### src/rtl/wb_board_mem_slave.sv
// rtl/wb_board_mem_slave.sv - Wishbone classic slave holding the 16x16 board cell array with a clear sweep engine.
// Optional display read port enabled by BOARD_MEM_DISP_PORT_EN.
module wb_board_mem_slave #(
  parameter int                ADDR_W      = 8,
  parameter int                DATA_W      = 8,
  parameter int                WAIT_STATES = 0,
  parameter logic [DATA_W-1:0] CLEAR_VAL   = '0
) (
  input  logic              CLK_I,
  input  logic              RST_I,
  input  logic [ADDR_W-1:0] ADR_O,
  input  logic [DATA_W-1:0] DAT_O,
  input  logic              WE_O,
  input  logic              STB_O,
  input  logic              CYC_O,
  output logic [DATA_W-1:0] DAT_I,
  output logic              ACK_I,
  input  logic              clear_req,
  output logic              busy
`ifdef BOARD_MEM_DISP_PORT_EN
  ,
  input  logic [ADDR_W-1:0] disp_addr,
  output logic [DATA_W-1:0] disp_data
`endif
);

  localparam int         DEPTH = 1 << ADDR_W;
  localparam logic [3:0] WS    = 4'(WAIT_STATES);

  typedef enum logic [1:0] {S_CLEAR, S_IDLE, S_WAIT, S_ACK} state_t;

  state_t              state_q, state_d;
  logic [ADDR_W-1:0]   sweep_q, sweep_d;
  logic [3:0]          cnt_q, cnt_d;
  logic [ADDR_W-1:0]   adr_q, adr_d;
  logic [DATA_W-1:0]   dat_q, dat_d;
  logic                we_q, we_d;
  logic                pend_q, pend_d;
  logic                ack_q, ack_d;
  logic                busy_q, busy_d;
  logic [DATA_W-1:0]   rdat_q, rdat_d;

  logic [DATA_W-1:0]   mem [DEPTH];
  logic                mem_we;
  logic [ADDR_W-1:0]   mem_waddr;
  logic [DATA_W-1:0]   mem_wdata;
  logic                commit;

  always_comb begin
    state_d   = state_q;
    sweep_d   = sweep_q;
    cnt_d     = cnt_q;
    adr_d     = adr_q;
    dat_d     = dat_q;
    we_d      = we_q;
    pend_d    = pend_q;
    rdat_d    = rdat_q;
    mem_we    = 1'b0;
    mem_waddr = sweep_q;
    mem_wdata = CLEAR_VAL;
    commit    = 1'b0;

    case (state_q)
      S_CLEAR: begin
        mem_we  = 1'b1;
        sweep_d = sweep_q + 1'b1;
        if (sweep_q == '1) state_d = S_IDLE;
      end
      S_IDLE: begin
        if (clear_req) begin
          state_d = S_CLEAR;
        end else if (CYC_O && STB_O) begin
          adr_d = ADR_O;
          dat_d = DAT_O;
          we_d  = WE_O;
          if (WS == 4'd0) begin
            state_d = S_ACK;
            commit  = 1'b1;
          end else begin
            cnt_d   = WS;
            state_d = S_WAIT;
          end
        end
      end
      S_WAIT: begin
        pend_d = pend_q | clear_req;
        if (!CYC_O) begin
          // Aborted cycle: nothing committed, but a pending clear still runs.
          state_d = (pend_q | clear_req) ? S_CLEAR : S_IDLE;
          pend_d  = 1'b0;
        end else if (cnt_q == 4'd1) begin
          state_d = S_ACK;
          commit  = 1'b1;
        end else begin
          cnt_d = cnt_q - 4'd1;
        end
      end
      default: begin
        state_d = (pend_q | clear_req) ? S_CLEAR : S_IDLE;
        pend_d  = 1'b0;
      end
    endcase

    // The access happens on the same edge that raises ACK_I.
    if (commit) begin
      if (we_d) begin
        mem_we    = 1'b1;
        mem_waddr = adr_d;
        mem_wdata = dat_d;
      end else begin
        rdat_d = mem[adr_d];
      end
    end

    ack_d  = (state_d == S_ACK);
    busy_d = (state_d == S_CLEAR);
  end

  always_ff @(posedge CLK_I or negedge RST_I) begin
    if (!RST_I) begin
      state_q <= S_CLEAR;
      sweep_q <= '0;
      cnt_q   <= '0;
      adr_q   <= '0;
      dat_q   <= '0;
      we_q    <= 1'b0;
      pend_q  <= 1'b0;
      ack_q   <= 1'b0;
      busy_q  <= 1'b1;
      rdat_q  <= '0;
    end else begin
      state_q <= state_d;
      sweep_q <= sweep_d;
      cnt_q   <= cnt_d;
      adr_q   <= adr_d;
      dat_q   <= dat_d;
      we_q    <= we_d;
      pend_q  <= pend_d;
      ack_q   <= ack_d;
      busy_q  <= busy_d;
      rdat_q  <= rdat_d;
    end
  end

  always_ff @(posedge CLK_I) begin
    if (mem_we) mem[mem_waddr] <= mem_wdata;
  end

  assign DAT_I = rdat_q;
  assign ACK_I = ack_q;
  assign busy  = busy_q;

`ifdef BOARD_MEM_DISP_PORT_EN
  logic [DATA_W-1:0] disp_data_q, disp_data_d;

  always_comb disp_data_d = mem[disp_addr];

  always_ff @(posedge CLK_I or negedge RST_I) begin
    if (!RST_I) disp_data_q <= '0;
    else        disp_data_q <= disp_data_d;
  end

  assign disp_data = disp_data_q;
`endif

endmodule

### config.mk
export PLATFORM = sky130hd
export DESIGN_NAME = wb_board_mem_slave
export DESIGN_NICKNAME = d
export VERILOG_FILES = /design/src/rtl/wb_board_mem_slave.sv
export SDC_FILE = /design/constraint.sdc
export NUM_CORES = 2
export LEC_CHECK = 0
export ABC_AREA = 1
export BUFFER_PORTS_ARGS = -buffer_cell sky130_fd_sc_hd__buf_2
export CORE_MARGIN = 2
export CORE_UTILIZATION = 43
export CTS_BUF_LIST = sky130_fd_sc_hd__clkbuf_8
export DETAILED_ROUTE_END_ITERATION = 10
export PLACE_DENSITY = 0.71
export SYNTH_ARGS = -nofsm -noshare
export SYNTH_HDL_FRONTEND = slang
export SYNTH_SLANG_ARGS = --single-unit
### constraint.sdc
create_clock -name CLK_I -period 8.7 [get_ports CLK_I]
set_clock_uncertainty 0.05 [all_clocks]
set_input_delay 0.87 -clock CLK_I [delete_from_list [all_inputs] [get_ports CLK_I]]
set_output_delay 0.87 -clock CLK_I [all_outputs]
set_load 0.05 [all_outputs]
==> impl_metrics.csv <==
group,metric,value,unit
routing,viasPerCell,5.690,
clocking,hold_buffers,2,
routing,drc,0,
sta,tightestPinTransition,1.287,ns
pwr,p_per_area,309.7,nW/um^2
routing,wire_per_inst,22.70,um
finish,postLayoutCellArea,93450,sq um
finish,layout.nets,7218,
synthesis,synth_fp_nets,7247,
clocking,clock_path_buffers,4,
synthesis,yosys.area.top_type,"edfxtp_1",
die,die_h,449.5,um
clocking,clk_pin_slew,0.07,ns
synthesis,synth.distinct_cells,36,
clocking,cts_root_buf,"clkbuf_8",
placement,hpwlAfterDp,123.9,mm
finish,synthToLayoutAreaGrowth,9.485,%
sta,fin_tns_setup,0,ns
worst_setup_path,cp.arrival,6.43,ns
worst_hold_path,hold_class,"in -> reg",
synthesis,netlist_area,85350,sq um
sta,period_minus_slack,5.498,ns
clocking,ctsHtreeMaxLevel,5,
worst_setup_path,critPathSlowestCell,"nand2_4",
sta,maxSlewHeadroom,13.87,%
clocking,clk_latency,1.06,ns
clocking,cts_resized,0,
synthesis,yosysWarnings,0,
worst_setup_path,path_buf_inv,3,
clocking,cts_tree,"yes",
sta,setup_viol,0,
global_route,gr-usage-all-layers,22.03,%
die,initial_core_util,43.28,%
global_route,grt_start_max_net_pins,214,
worst_setup_path,path_delay_family,"simple AND/OR/NAND/NOR gates",
die,num_rows,163,
routing,drt_iter0_drc,7509,
routing,num_vias,57370,
clocking,cts_setup_buffers,0,
worst_setup_path,path_class,"reg -> reg",
synthesis,yosysSeqAreaShare,73.29,%
worst_setup_path,crit_fanout,75,
synthesis,syn_inst,7218,
sta,fin_crit_sh,63.20,%
clocking,cts.sinks,2090,
worst_setup_path,crit_required,9.63,ns
worst_setup_path,cpPeakStageDelay,1.02,ns
sta,finalHoldViolCount,0,
finish,final_layout_size_suffix_gt1_share,7.812,%
clocking,numCtsBuffers,345,
sta,finalMaxSlewViolations,0,
worst_setup_path,path_common_cell,"nand3_1",
pwr,p_leak,33.97,nW
global_route,grt-ovfl-total,0,
routing,ant_nets,0,
placement,gp_congestion,0.8994,
sta,fmax,181.9,MHz
worst_setup_path,crit_chain,"inv_1, ha_1, inv_1, nor2_4, nand3b_1, nand2_4, buf_4, nand2_1, nand3_1, nand3_1, nand3_1, nand3_1, nand3_1, nand3_1, nand3_1, nand3_1, nand2_1",
job,drv_cap,0,
die,die_w,449.5,um
placement,dpl_worst_slack,3.056,ns
worst_setup_path,r2r_setup_slack,3.20,ns
synthesis,ys_seq_elements,2090,
global_route,grt_antenna_before_repair,9,
synthesis,syn_avg_cell_area,11.82,sq um
synthesis,synth.area.top_cells,"edfxtp_1 72%, nand3_1 12%, nand2_1 9.0%, buf_2 1.8%, nor2_1 1.3%",
routing,first_pass_iters,9,
global_route,grt_pass1_vias,55350,
routing,routed_wl,228.8,mm
placement,placed_cell_area,87500,sq um
die,dieArea,202100,sq um
sta,rsz0062_at_grt,"no",
synthesis,synth_top_area_share,72.05,%
die,core_area,197200,sq um
placement,portBuffers,31,
run_status,outcome,"complete, no violations",
global_route,grt_pass1_wl,342.0,mm
worst_setup_path,worstSetupStartpointType,"flop",
pwr,ir_worst_vdd,0.0003235,V
sta,worst_slack,3.202,ns
die,pin_count,32,
worst_setup_path,endpoint_kind,"flop",
-- Yosys cell counts --
cell type and count:
a21oi_1 2, and2_1 7, buf_1 45, buf_2 307
buf_4 31, buf_6 3, clkbuf_1 106, clkinv_1 3
dfrtp_1 41, dfstp_2 1, edfxtp_1 2048, ha_1 7
inv_1 66, inv_2 11, nand2_1 2053, nand2_2 11
nand2_4 1, nand3_1 2122, nand3_2 2, nand3b_1 1
nand4_1 3, nor2_1 294, nor2_2 3, nor2_4 6
nor3_1 7, nor3_2 1, nor4_1 1, o211ai_1 1
o21ai_0 6, o21ai_1 2, o21ai_2 11, o21ai_4 3
o21bai_1 1, or2_2 1, xnor2_1 2, xor2_1 8
-- placed cells by master, fill, tap and decap left out, drive strengths merged --
master	n
nor4	1
diode	5
buf	114
dfrtp	41
nor2	303
clkinv	103
nand3	2124
dfstp	1
clkbuf	358
and2	7
a21oi	2
o21bai	1
clkinvlp	8
nand2	2065
or2	1
dlygate4sd3	2
inv	206
nand3b	1
o211ai	1
xnor2	2
ha	7
xor2	8
nor3	8
nand4	3
edfxtp	2048
o21ai	22
-- final cells by class --
class | count | area (sq um)
flip-flops and latches | 2090 | 62550
diodes | 5 | 12.51
repair buffers | 116 | 1086
fillers | 17060 | 103800
clock inverters | 237 | 985.9
clock buffers | 358 | 4927
well taps | 2640 | 3303
inverters | 80 | 317.8
multi-input cells | 4556 | 20260
-- sequential cells by signal (all words and copies together) (netlist names) --
signal,count
cnt_q,4
DAT_I,8
sweep_q,8
state_q,2
dat_q,8
ACK_I,1
busy,1
pend_q,1
adr_q,8
we_q,1
mem,2048
-- worst reg2reg max path: stages, from the launching register on --
cell	delay, ns
dfrtp_1	0.40
inv_1	0.11
ha_1	0.17
inv_1	0.06
nor2_4	0.29
nand3b_1	0.77
nand2_4	1.04
buf_4	0.78
nand2_1	0.20
nand3_1	0.11
nand3_1	0.14
nand3_1	0.17
nand3_1	0.15
nand3_1	0.37
nand3_1	0.21
nand3_1	0.23
nand3_1	0.10
nand2_1	0.11
-- layer usage --
| layer | vias up | part of all wire [%] | GRT usage, % |
|---|---|---|---|
| li1 | 25590 | - | - |
| met1 | 28000 | 38 | 29.01 |
| met2 | 3186 | 47 | 34.60 |
| met3 | 588 | 11 | 5.084 |
| met4 | 8 | 4.7 | 10.44 |
| met5 | - | 0.028 | 0 |
-- metrics by stage --
step                      total power [mW]  hold slack, ns  utilization [%]  std cells
after floorplan                      18.10          0.3916                -       7218
after global placement               21.17          0.4069            44.37       9480
after detailed placement             21.29          0.4220            44.37       9480
after CTS                            28.77         0.07578            47.38      10080
after global routing                 30.09          0.1492            47.38      10080
final                                28.94          0.1502            47.38      10080
-- final timing paths --
path                            depth (start not counted)        to        from
worst max register to register                         17  DAT_I[4]  state_q[1]
min in group asynchronous                               2  cnt_q[3]       RST_I
worst max-delay path                                   17  DAT_I[4]  state_q[1]
max in group asynchronous                               2  adr_q[5]       RST_I
worst min register to register                          1  cnt_q[3]    cnt_q[3]
worst min-delay path                                    3    pend_q   clear_req
-- kinds of logic (layout without fill, tap and decap cells) --
family	Yosys count	in the layout	synth area share, %
adder cells (fa/ha/maj)	7	7	0.1026
AO/OA/AOI/OAI	26	26	0.2463
buffers and inverters	572	791	3.128
AND/OR/NAND/NOR	4513	4513	23.13
other	0	5	0
XOR/XNOR	10	10	0.1026
flip-flops	2090	2090	73.29
-- report_power, final --
part / switching, mW / internal [mW]
sequential: 0.103 / 11.3
combinational: 7.50 / 2.45
clock: 3.81 / 3.79
total: 11.4 / 17.5
Note: power is estimated with default switching activity, not from simulation.
